$ cat src/rtl/wb_mprj_arbiter_pkg.sv
// rtl/wb_mprj_arbiter_pkg.sv - shared types and constants for the mprj Wishbone arbiter
package wb_arb_pkg;

  localparam int WB_AW = 32;
  localparam int WB_DW = 32;
  localparam int WB_SW = 4;

  localparam logic [WB_DW-1:0] WB_POISON_DATA = 32'hDEADBEEF;

  typedef enum logic [1:0] {
    IDLE = 2'd0,
    BUSY = 2'd1,
    ERR  = 2'd2
  } arb_state_e;

endpackage

$ cat src/rtl/wb_mprj_arbiter_if.sv
// rtl/wb_mprj_arbiter_if.sv - requester-side and mprj-side Wishbone signals of the arbiter
interface wb_mprj_arbiter_if
  import wb_arb_pkg::*;
#(
  parameter int NUM_MASTERS = 2
) ();

  logic [NUM_MASTERS-1:0]       m_cyc_i;
  logic [NUM_MASTERS-1:0]       m_stb_i;
  logic [NUM_MASTERS-1:0]       m_we_i;
  logic [WB_SW*NUM_MASTERS-1:0] m_sel_i;
  logic [WB_AW*NUM_MASTERS-1:0] m_adr_i;
  logic [WB_DW*NUM_MASTERS-1:0] m_dat_i;
  logic [NUM_MASTERS-1:0]       m_ack_o;
  logic [NUM_MASTERS-1:0]       m_err_o;
  logic [WB_DW*NUM_MASTERS-1:0] m_dat_o;

  logic             s_cyc_o;
  logic             s_stb_o;
  logic             s_we_o;
  logic [WB_SW-1:0] s_sel_o;
  logic [WB_AW-1:0] s_adr_o;
  logic [WB_DW-1:0] s_dat_o;
  logic             s_ack_i;
  logic [WB_DW-1:0] s_dat_i;

  // The arbiter is the slave of the requesters and drives the mprj port.
  modport slave (
    input  m_cyc_i, m_stb_i, m_we_i, m_sel_i, m_adr_i, m_dat_i, s_ack_i, s_dat_i,
    output m_ack_o, m_err_o, m_dat_o, s_cyc_o, s_stb_o, s_we_o, s_sel_o, s_adr_o, s_dat_o
  );

  modport master (
    output m_cyc_i, m_stb_i, m_we_i, m_sel_i, m_adr_i, m_dat_i, s_ack_i, s_dat_i,
    input  m_ack_o, m_err_o, m_dat_o, s_cyc_o, s_stb_o, s_we_o, s_sel_o, s_adr_o, s_dat_o
  );

endinterface

$ cat src/rtl/wb_mprj_arbiter_rr_picker.sv
// rtl/wb_mprj_arbiter_rr_picker.sv - round-robin pick of the first requester after the last grant
module rr_picker #(
  parameter  int N  = 2,
  localparam int PW = (N > 1) ? $clog2(N) : 1
) (
  input  logic [N-1:0]  req_i,
  input  logic [PW-1:0] last_i,
  output logic [N-1:0]  gnt_o,
  output logic          valid_o
);

  logic [PW-1:0] idx;

  always_comb begin
    gnt_o   = '0;
    valid_o = 1'b0;
    idx     = '0;
    // Search starts one past the last winner and wraps, so the last winner is tried last.
    for (int i = 1; i <= N; i++) begin
      idx = PW'((int'(last_i) + i) % N);
      if (!valid_o && req_i[idx]) begin
        gnt_o[idx] = 1'b1;
        valid_o    = 1'b1;
      end
    end
  end

endmodule

$ cat src/rtl/wb_mprj_arbiter.sv
// rtl/wb_mprj_arbiter.sv - round-robin arbiter for the mprj Wishbone port with hung-slave watchdog
module wb_mprj_arbiter
  import wb_arb_pkg::*;
#(
  parameter int NUM_MASTERS    = 2,
  parameter int TIMEOUT_CYCLES = 255
) (
  input  logic                   clk_i,
  input  logic                   rstn_i,
  wb_mprj_arbiter_if.slave       bus,
  output logic [NUM_MASTERS-1:0] grant_o,
  output logic                   busy_o
);

  localparam int            PW      = $clog2(NUM_MASTERS);
  localparam int            CW      = 16;
  localparam logic [CW-1:0] TO_LAST = CW'(TIMEOUT_CYCLES - 1);

  arb_state_e             state_q, state_d;
  logic [NUM_MASTERS-1:0] grant_q, grant_d;
  logic [PW-1:0]          ptr_q, ptr_d;
  logic [CW-1:0]          cnt_q, cnt_d;

  logic [NUM_MASTERS-1:0] req;
  logic [NUM_MASTERS-1:0] pick_gnt;
  logic                   pick_valid;
  logic [PW-1:0]          gidx;
  logic                   g_cyc, g_stb, g_we;
  logic [WB_SW-1:0]       g_sel;
  logic [WB_AW-1:0]       g_adr;
  logic [WB_DW-1:0]       g_dat;

  assign req = bus.m_cyc_i & bus.m_stb_i;

  rr_picker #(.N(NUM_MASTERS)) u_picker (
    .req_i   (req),
    .last_i  (ptr_q),
    .gnt_o   (pick_gnt),
    .valid_o (pick_valid)
  );

  always_comb begin
    gidx = '0;
    for (int k = 0; k < NUM_MASTERS; k++) begin
      if (grant_q[k]) gidx = PW'(k);
    end
  end

  always_comb begin
    g_cyc = bus.m_cyc_i[gidx];
    g_stb = bus.m_stb_i[gidx];
    g_we  = bus.m_we_i[gidx];
    g_sel = bus.m_sel_i[gidx*WB_SW +: WB_SW];
    g_adr = bus.m_adr_i[gidx*WB_AW +: WB_AW];
    g_dat = bus.m_dat_i[gidx*WB_DW +: WB_DW];
  end

  always_comb begin
    state_d     = state_q;
    grant_d     = grant_q;
    ptr_d       = ptr_q;
    cnt_d       = cnt_q;
    bus.s_cyc_o = 1'b0;
    bus.s_stb_o = 1'b0;
    bus.s_we_o  = 1'b0;
    bus.s_sel_o = '0;
    bus.s_adr_o = '0;
    bus.s_dat_o = '0;
    bus.m_ack_o = '0;
    bus.m_err_o = '0;
    bus.m_dat_o = '0;

    unique case (state_q)
      IDLE: begin
        if (pick_valid) begin
          grant_d = pick_gnt;
          state_d = BUSY;
        end
      end

      BUSY: begin
        bus.s_cyc_o = g_cyc;
        bus.s_stb_o = g_stb;
        bus.s_we_o  = g_we;
        bus.s_sel_o = g_sel;
        bus.s_adr_o = g_adr;
        bus.s_dat_o = g_dat;
        bus.m_ack_o[gidx]                 = bus.s_ack_i;
        bus.m_dat_o[gidx*WB_DW +: WB_DW] = bus.s_dat_i;
        // Ack is checked before the threshold so a late ack still completes normally.
        if (!g_cyc) begin
          state_d = IDLE;
          grant_d = '0;
          ptr_d   = gidx;
          cnt_d   = '0;
        end else if (bus.s_ack_i) begin
          cnt_d = '0;
        end else if (g_stb) begin
          if (cnt_q == TO_LAST) begin
            state_d = ERR;
            cnt_d   = '0;
          end else begin
            cnt_d = cnt_q + CW'(1);
          end
        end
      end

      ERR: begin
        bus.m_err_o[gidx]                 = 1'b1;
        bus.m_dat_o[gidx*WB_DW +: WB_DW] = WB_POISON_DATA;
        state_d = IDLE;
        grant_d = '0;
        ptr_d   = gidx;
        cnt_d   = '0;
      end

      default: begin
        state_d = IDLE;
        grant_d = '0;
      end
    endcase
  end

  always_ff @(posedge clk_i or negedge rstn_i) begin
    if (!rstn_i) begin
      state_q <= IDLE;
      grant_q <= '0;
      ptr_q   <= PW'(NUM_MASTERS - 1);
      cnt_q   <= '0;
    end else begin
      state_q <= state_d;
      grant_q <= grant_d;
      ptr_q   <= ptr_d;
      cnt_q   <= cnt_d;
    end
  end

  assign grant_o = grant_q;
  assign busy_o  = (state_q != IDLE);

  a_grant_onehot0: assert property (@(posedge clk_i) disable iff (!rstn_i) $onehot0(grant_q));
  a_ack_err_excl:  assert property (@(posedge clk_i) disable iff (!rstn_i) (bus.m_ack_o & bus.m_err_o) == '0);

endmodule

$ cat src/flat_wrapper.sv
// flat-port wrapper written by rule: the top's interface ports become plain ports
module wb_mprj_arbiter_flat import wb_arb_pkg::*;
#(
  parameter int NUM_MASTERS    = 2,
  parameter int TIMEOUT_CYCLES = 255
)
  (clk_i, rstn_i, grant_o, busy_o, bus_m_cyc_i, bus_m_stb_i, bus_m_we_i, bus_m_sel_i, bus_m_adr_i, bus_m_dat_i, bus_s_ack_i, bus_s_dat_i, bus_m_ack_o, bus_m_err_o, bus_m_dat_o, bus_s_cyc_o, bus_s_stb_o, bus_s_we_o, bus_s_sel_o, bus_s_adr_o, bus_s_dat_o);
  wb_mprj_arbiter_if #(.NUM_MASTERS(NUM_MASTERS)) bus_i ();
  input  logic clk_i;
  input  logic rstn_i;
  output logic [NUM_MASTERS-1:0] grant_o;
  output logic busy_o;
  input wire logic [$bits(bus_i.m_cyc_i)-1:0] bus_m_cyc_i;
  input wire logic [$bits(bus_i.m_stb_i)-1:0] bus_m_stb_i;
  input wire logic [$bits(bus_i.m_we_i)-1:0] bus_m_we_i;
  input wire logic [$bits(bus_i.m_sel_i)-1:0] bus_m_sel_i;
  input wire logic [$bits(bus_i.m_adr_i)-1:0] bus_m_adr_i;
  input wire logic [$bits(bus_i.m_dat_i)-1:0] bus_m_dat_i;
  input wire logic [$bits(bus_i.s_ack_i)-1:0] bus_s_ack_i;
  input wire logic [$bits(bus_i.s_dat_i)-1:0] bus_s_dat_i;
  output wire logic [$bits(bus_i.m_ack_o)-1:0] bus_m_ack_o;
  output wire logic [$bits(bus_i.m_err_o)-1:0] bus_m_err_o;
  output wire logic [$bits(bus_i.m_dat_o)-1:0] bus_m_dat_o;
  output wire logic [$bits(bus_i.s_cyc_o)-1:0] bus_s_cyc_o;
  output wire logic [$bits(bus_i.s_stb_o)-1:0] bus_s_stb_o;
  output wire logic [$bits(bus_i.s_we_o)-1:0] bus_s_we_o;
  output wire logic [$bits(bus_i.s_sel_o)-1:0] bus_s_sel_o;
  output wire logic [$bits(bus_i.s_adr_o)-1:0] bus_s_adr_o;
  output wire logic [$bits(bus_i.s_dat_o)-1:0] bus_s_dat_o;
  assign bus_i.m_cyc_i = bus_m_cyc_i;
  assign bus_i.m_stb_i = bus_m_stb_i;
  assign bus_i.m_we_i = bus_m_we_i;
  assign bus_i.m_sel_i = bus_m_sel_i;
  assign bus_i.m_adr_i = bus_m_adr_i;
  assign bus_i.m_dat_i = bus_m_dat_i;
  assign bus_i.s_ack_i = bus_s_ack_i;
  assign bus_i.s_dat_i = bus_s_dat_i;
  assign bus_m_ack_o = bus_i.m_ack_o;
  assign bus_m_err_o = bus_i.m_err_o;
  assign bus_m_dat_o = bus_i.m_dat_o;
  assign bus_s_cyc_o = bus_i.s_cyc_o;
  assign bus_s_stb_o = bus_i.s_stb_o;
  assign bus_s_we_o = bus_i.s_we_o;
  assign bus_s_sel_o = bus_i.s_sel_o;
  assign bus_s_adr_o = bus_i.s_adr_o;
  assign bus_s_dat_o = bus_i.s_dat_o;
  wb_mprj_arbiter #(.NUM_MASTERS(NUM_MASTERS), .TIMEOUT_CYCLES(TIMEOUT_CYCLES)) u_core (.clk_i(clk_i), .rstn_i(rstn_i), .bus(bus_i), .grant_o(grant_o), .busy_o(busy_o));
endmodule
$ cat config.mk
export PLATFORM = sky130hd
export DESIGN_NAME = wb_mprj_arbiter_flat
export DESIGN_NICKNAME = d
export VERILOG_FILES = /design/src/rtl/wb_mprj_arbiter_pkg.sv /design/src/rtl/wb_mprj_arbiter_if.sv /design/src/rtl/wb_mprj_arbiter_rr_picker.sv /design/src/rtl/wb_mprj_arbiter.sv /design/src/flat_wrapper.sv
export SDC_FILE = /design/constraint.sdc
export NUM_CORES = 1
export LEC_CHECK = 0
export CORE_AREA = 2 2 126 128
export DETAILED_ROUTE_END_ITERATION = 7
export DIE_AREA = 0 0 128 130
export PLACE_DENSITY = 0.69
export SLEW_MARGIN = 20
export SYNTH_ARGS = -nofsm -noshare
export SYNTH_HDL_FRONTEND = slang
export SYNTH_HIERARCHICAL = 1
export SYNTH_SLANG_ARGS = --single-unit
$ cat constraint.sdc
create_clock -name clk_i -period 3.2 [get_ports clk_i]
set_clock_uncertainty 0.15 [all_clocks]
set_input_delay 0.96 -clock clk_i [delete_from_list [all_inputs] [get_ports clk_i]]
set_output_delay 0.96 -clock clk_i [all_outputs]
set_load 0.02 [all_outputs]
==> results of run 1 <==
## cell usage after synthesis
cell type / number
and4_1: 2
nor2b_1: 3
ha_1: 5
o21ai_0: 14
mux2_2: 2
o31ai_1: 2
o41ai_2: 1
nor2_1: 164
o21ai_1: 5
nand3_1: 8
buf_4: 2
clkbuf_1: 19
or2_1: 1
buf_2: 2
or3_1: 9
dfrtp_1: 20
a21oi_1: 9
or4b_1: 1
a31oi_1: 2
nand3b_1: 1
a211oi_1: 1
and3_1: 4
inv_2: 1
nand2_1: 19
or4_1: 1
nor3_1: 8
inv_1: 12
dfstp_2: 1
nand2b_1: 10
buf_1: 7
nand4_1: 5
mux2i_1: 71
and2_1: 4
a21boi_1: 2
nor4_4: 1
## power groups by stage
stage          clock network [uW]  logic (uW)  registers (uW)
2_1_floorplan                   0        1390             328
3_3_place_gp                    0        2910             348
3_5_place_dp                    0        2920             346
4_1_cts                       278        2640             343
5_1_grt                       296        2790             349
6_report                      270        2610             343
## metrics by stage
stage               setup WS (ns)   util
floorplan                   0.342      -
global placement           -0.511  0.418
detailed placement         -0.473  0.418
CTS                       -0.0435  0.415
global route             0.000358  0.415
finish                     0.0627  0.415
## worst max-delay path, stage by stage
cell             delay (ns)
clkdlybuf4s50_1        0.39
mux2i_1                0.25
nor2_1                 0.08
dlygate4sd2_1          0.34
## kinds of logic (layout without fill, tap and decap cells)
| kind of cell | Yosys count | after routing | share of synthesized area |
|---|---|---|---|
| compound gates | 36 | 36 | 0.0749 |
| fa+ha+maj | 5 | 5 | 0.0227 |
| buf+inv | 43 | 375 | 0.0622 |
| flops | 21 | 21 | 0.191 |
| mux | 73 | 73 | 0.266 |
| simple gates | 241 | 241 | 0.383 |
## routing by layer
layer,up-vias,track usage
met5,-,0
met4,0,0.0297
met3,13,0.0320
met2,148,0.268
met1,1855,0.226
li1,2052,-
## layout make-up
type | count | area (um2) | area share
clock buffer | 4 | 78.8 | 0.0123
inverter | 13 | 48.8 | 0.00763
multi-input combinational | 355 | 2090 | 0.327
sequential | 21 | 531 | 0.0829
tap | 192 | 240 | 0.0376
timing repair buffer | 358 | 3400 | 0.532
## registers in the layout, summed over array words and instances (netlist names)
signal and cells:
u_core/state_q 2, u_core/grant_o 2, u_core/ptr_q 1, u_core/cnt_q 16
## worst min path at each step
| stage | start | endpoint | slack [ns] | cells past startpoint |
|---|---|---|---|---|
| 4_1_cts | u_core/cnt_q[14]$_DFFE_PN0P_ | u_core/cnt_q[14]$_DFFE_PN0P_ | 0.38 | 1 |
| 3_3_place_gp | u_core/grant_o[0]$_DFFE_PN0P_ | u_core/grant_o[0]$_DFFE_PN0P_ | 0.36 | 2 |
| 2_1_floorplan | u_core/cnt_q[14]$_DFFE_PN0P_ | u_core/cnt_q[14]$_DFFE_PN0P_ | 0.31 | 1 |
| 6_report | u_core/grant_o[0]$_DFFE_PN0P_ | u_core/grant_o[0]$_DFFE_PN0P_ | 0.38 | 2 |
| 3_5_place_dp | u_core/cnt_q[14]$_DFFE_PN0P_ | u_core/cnt_q[14]$_DFFE_PN0P_ | 0.37 | 1 |
| 5_1_grt | u_core/cnt_q[15]$_DFFE_PN0P_ | u_core/cnt_q[15]$_DFFE_PN0P_ | 0.41 | 2 |
## repair_timing
item / 4_1_cts / 5_1_grt
resized for setup: 146 / 9
setup buffers: 0 / 1
setup endpoints to repair: 131 / 5
## cell usage in the layout, fill, tap and decap left out, drive strengths merged, types with 3 or more instances in the layout
master         instances
clkdlybuf4s50        180
nor2                 164
dlygate4sd2          124
mux2i                 71
buf                   49
dfrtp                 20
nand2                 19
o21ai                 19
inv                   13
nand2b                10
or3                    9
a21oi                  9
nor3                   8
nand3                  8
clkbuf                 6
nand4                  5
ha                     5
and2                   4
and3                   4
nor2b                  3
==> results_dict.tcl, run 1 <==
set metrics [dict create \
    tightest_slew_ns 0.561 \
    postCtsHoldBufs 0 \
    diodes 0 \
    cp.required_ns 2.09 \
    grt_antenna_before_repair 0 \
    start_util 0.179 \
    fillerInstances 1623 \
    clock.fmax_ghz 0.319 \
    power_density_mw_per_mm2 503 \
    power_uw 3220 \
    cts_max_path_buffers 2 \
    dieArea_mm2 0.0166 \
    fp.dieH_um 130 \
    crit_path_end_kind "primary output" \
    fin_setup_tns_ns 0 \
    endpoint "bus_s_dat_o[2]" \
    r2r-start "u_core/cnt_q[0]$_DFFE_PN0P_" \
    nNetsFinal 934 \
    drv_cap 0 \
    hpwl_um 12600 \
    cts_sinks 21 \
    grt_max_degree 35 \
    syn2layout_area_growth_pct 132 \
    synth_top_area_cell "mux2i_1" \
    crit_start "bus_m_dat_i[34]" \
    netlist_instances 419 \
    cts_buffers 3 \
    hold_viol 0 \
    internal_power_uw 1590 \
    synth.ff_latch_count 21 \
    timing.final.max_slew_violations 0 \
    critPathArrivalTime_ns 2.03 \
    yosysWarnings 6 \
    track_usage 0.163 \
    r2r_slack_ns 0.62 \
    netSwitchingPower_uw 1630 \
    syn_nets 601 \
    routed.top_layer "met4" \
    wl_met2_um 7290 \
    stdcell_area_mm2 0.00640 \
    combPwrFrac 0.810 \
    worst-r2r-cell-count 7 \
    io_pins 319 \
    synth_area_leaders "mux2i_1, nor2_1, dfrtp_1" \
    fp.dieW_um 128 \
    clk_latency_ns 0.26 \
    portBuffers 318 \
    ys_seq_area_frac 0.191 \
    ys_types 35 \
    status "finished, final reports clean" \
    grt_pass1_wl_um 21300 \
    swShare 0.506 \
    path_clk_slew_ns 0.06 \
    route.met3.wl_um 1040 \
    place.gp.congestion 0.818 \
    h-tree-depth 1 \
    synth_area_per_cell_um2 6.58 \
    vias 4068 \
    start_kind "input pin" \
    dr.pass1.iters 4 \
    wl_um 15000 \
    grt-ovfl-total 0 \
    wl_per_cell_um 15.9 \
    min_path_type "reg -> reg" \
    rows 46 \
    clock-root-buffer "clkbuf_16" \
    cts_tree "yes" \
    core-area_mm2 0.0154 \
    crit_type "in -> out" \
    maxSlewHeadroom 0.623 \
    period_share 0.980 \
    clock_power_share 0.084 \
    period_minus_slack_ns 3.14 \
    drc 0 \
    finalSetupViolations 0 \
    place_inst 938 \
    cp_max_fo 1 \
    synth_top_area_frac 0.258 \
    hold_ws_ns 0.379 \
    grt_pass1_vias 3625 \
    seqPwrFrac 0.106 \
    ir_drop_mv 0.194 \
    syn_area_mm2 0.00276 \
    rsz0062_at_grt "false" \
    met1_length_um 6520 \
    dpl-instance-area_mm2 0.00645 \
    drtIter0Drc 176 \
    leakagePower_uw 0.00303 \
    vias_per_cell 4.31 \
    final_antenna_net_count 0 \
    stdcell_count 943 \
    drive_above_1_share 0.0905 \
    r2r-end "u_core/cnt_q[12]$_DFFE_PN0P_" \
]
Power figures use the tool's default switching activity.
==> inputs of run 2 (changes only) <==
- CORE_AREA: 2 2 126 128 -> 2 2 124 126
- DIE_AREA: 0 0 128 130 -> 0 0 126 128
- DONT_BUFFER_PORTS: not set -> 1
- PLACE_DENSITY: 0.69 -> 0.42
==> run 2 against run 1 <==
  * Setup slack better by 0.093 ns
  * Largest power group unchanged
  * Power is 24% lower
  * First-iteration DRC count is 70% higher
  * Clock power is 3% lower
  * Largest cell class is now multi-input gates
  * Global-route usage is 3.5 points lower
  * Sequential power grew 5%
  * Die area decreased by 3.1%
  * Sequential share of layout area up 6.7 points
  * Flip-flop and latch count did not move
  * Clock-buffer cell count is 1 lower
==> results_dict.tcl, run 2 (synthesis results as in run 1) <==
set metrics [dict create \
    final_antenna_net_count 0 \
    cts_buffers 3 \
    timing.final.max_slew_violations 0 \
    crit_path_end_kind "primary output" \
    hpwl_um 10100 \
    maxSlewHeadroom 0.585 \
    vias 3114 \
    drv_cap 0 \
    vias_per_cell 4.77 \
    cts_tree "yes" \
    postCtsHoldBufs 0 \
    power_uw 2460 \
    path_clk_slew_ns 0.06 \
    leakagePower_uw 0.00148 \
    ir_drop_mv 0.218 \
    drive_above_1_share 0.178 \
    ctsResizeCount 0 \
    period_share 0.951 \
    rsz0062_at_grt "false" \
    r2r-start "u_core/state_q[0]$_DFFE_PN0P_" \
    r2r_slack_ns 0.65 \
    period_minus_slack_ns 3.04 \
    status "finished, final reports clean" \
    start_kind "register" \
    grt_antenna_before_repair 0 \
    finalSetupViolations 0 \
    hold_ws_ns 0.247 \
    cts_setup_buffers 0 \
    tightest_slew_ns 0.620 \
    grt_pass1_vias 2773 \
    clk_latency_ns 0.25 \
    diodes 0 \
    r2r-end "u_core/cnt_q[7]$_DFFE_PN0P_" \
    grt_max_degree 67 \
    nNetsFinal 648 \
    power_density_mw_per_mm2 697 \
    syn2layout_area_growth_pct 28.1 \
    cp_cell_sequence "buf_12, mux2i_1, nor2_1" \
    rows 45 \
    grt_pass1_wl_um 16300 \
    start_util 0.185 \
    final_common_cell "nor2_1" \
    wl_per_cell_um 18.4 \
    crit_slowest_cell "dfrtp_4" \
    cts_sinks 21 \
    fin_setup_tns_ns 0 \
    clock.fmax_ghz 0.328 \
    largest-register "u_core/cnt_q" \
    cp.required_ns 2.09 \
    critPathArrivalTime_ns 1.93 \
    grt-ovfl-total 0 \
    largest_reg_flops 16 \
    min_path_type "in -> async" \
    wl_um 12000 \
    place.gp.congestion 0.891 \
    hold_viol 0 \
    worst-r2r-cell-count 7 \
    clock-root-buffer "clkbuf_16" \
    cp_max_fo 48 \
    core-area_mm2 0.0149 \
    crit_type "reg -> out" \
    cts_max_path_buffers 2 \
    h-tree-depth 1 \
    drtIter0Drc 299 \
    track_usage 0.129 \
    fp.dieH_um 128 \
    dr.pass1.iters 4 \
    portBuffers 0 \
    critPathMaxStageDelay_ns 0.67 \
    drc 0 \
    final_cell_mix "nor2_1, mux2i_1, buf_4" \
    fp.dieW_um 126 \
    dieArea_mm2 0.0161 \
    io_pins 319 \
]
-- run 2: through the flow --
step	utilization	setup slack (ns)	area, um2	instances
floorplan	-	0.342	2760	419
global placement	0.232	0.472	3450	649
detailed placement	0.232	0.449	3450	649
CTS	0.238	0.169	3530	653
global route	0.238	0.100	3530	653
finish	0.238	0.156	3530	653
-- run 2: worst max-delay path: cells and delay by family (launching register included) --
family	cells	cell delay (ns)
multiplexers	1	0.15
AND/OR/NAND/NOR	1	0.46
flip-flops	1	0.67
buffers and inverters	1	0.34
-- run 2: worst max path at each step --
stage,from,to,slack [ns],depth (start not counted)
global placement,u_core/grant_o[1]$_DFFE_PN0P_,bus_s_adr_o[31],0.47,3
CTS,u_core/grant_o[1]$_DFFE_PN0P_,bus_s_adr_o[31],0.17,3
floorplan,u_core/grant_o[1]$_DFFE_PN0P_,bus_s_adr_o[0],0.34,5
finish,u_core/grant_o[1]$_DFFE_PN0P_,bus_s_we_o,0.16,3
global route,u_core/grant_o[1]$_DFFE_PN0P_,bus_s_adr_o[31],0.10,3
detailed placement,u_core/grant_o[1]$_DFFE_PN0P_,bus_s_adr_o[31],0.45,3
-- run 2: power breakdown --
part | switching (uW) | leakage, uW | total, uW | internal (uW)
sequential | 60.8 | 0.000285 | 361 | 300
clock | 94.8 | 0.0000409 | 262 | 168
combinational | 1310 | 0.00116 | 1840 | 525
total | 1470 | 0.00148 | 2460 | 994
-- run 2: area by class of cell --
| cell class | instances | area [um2] |
|---|---|---|
| repair buffers | 72 | 578 |
| clock buffers | 3 | 75.1 |
| flip-flops and latches | 21 | 531 |
| inverters | 13 | 48.8 |
| well taps | 188 | 235 |
| clock inverters | 1 | 5.00 |
| fillers | 1640 | 11300 |
| multi-input cells | 355 | 2060 |
-- run 2: metal layers --
layer	vias to the layer above	routed length [um]	track usage
met3	8	713	0.0142
li1	1488	-	-
met2	165	5740	0.206
met4	0	104	0.0213
met5	-	0	0
met1	1453	5440	0.189
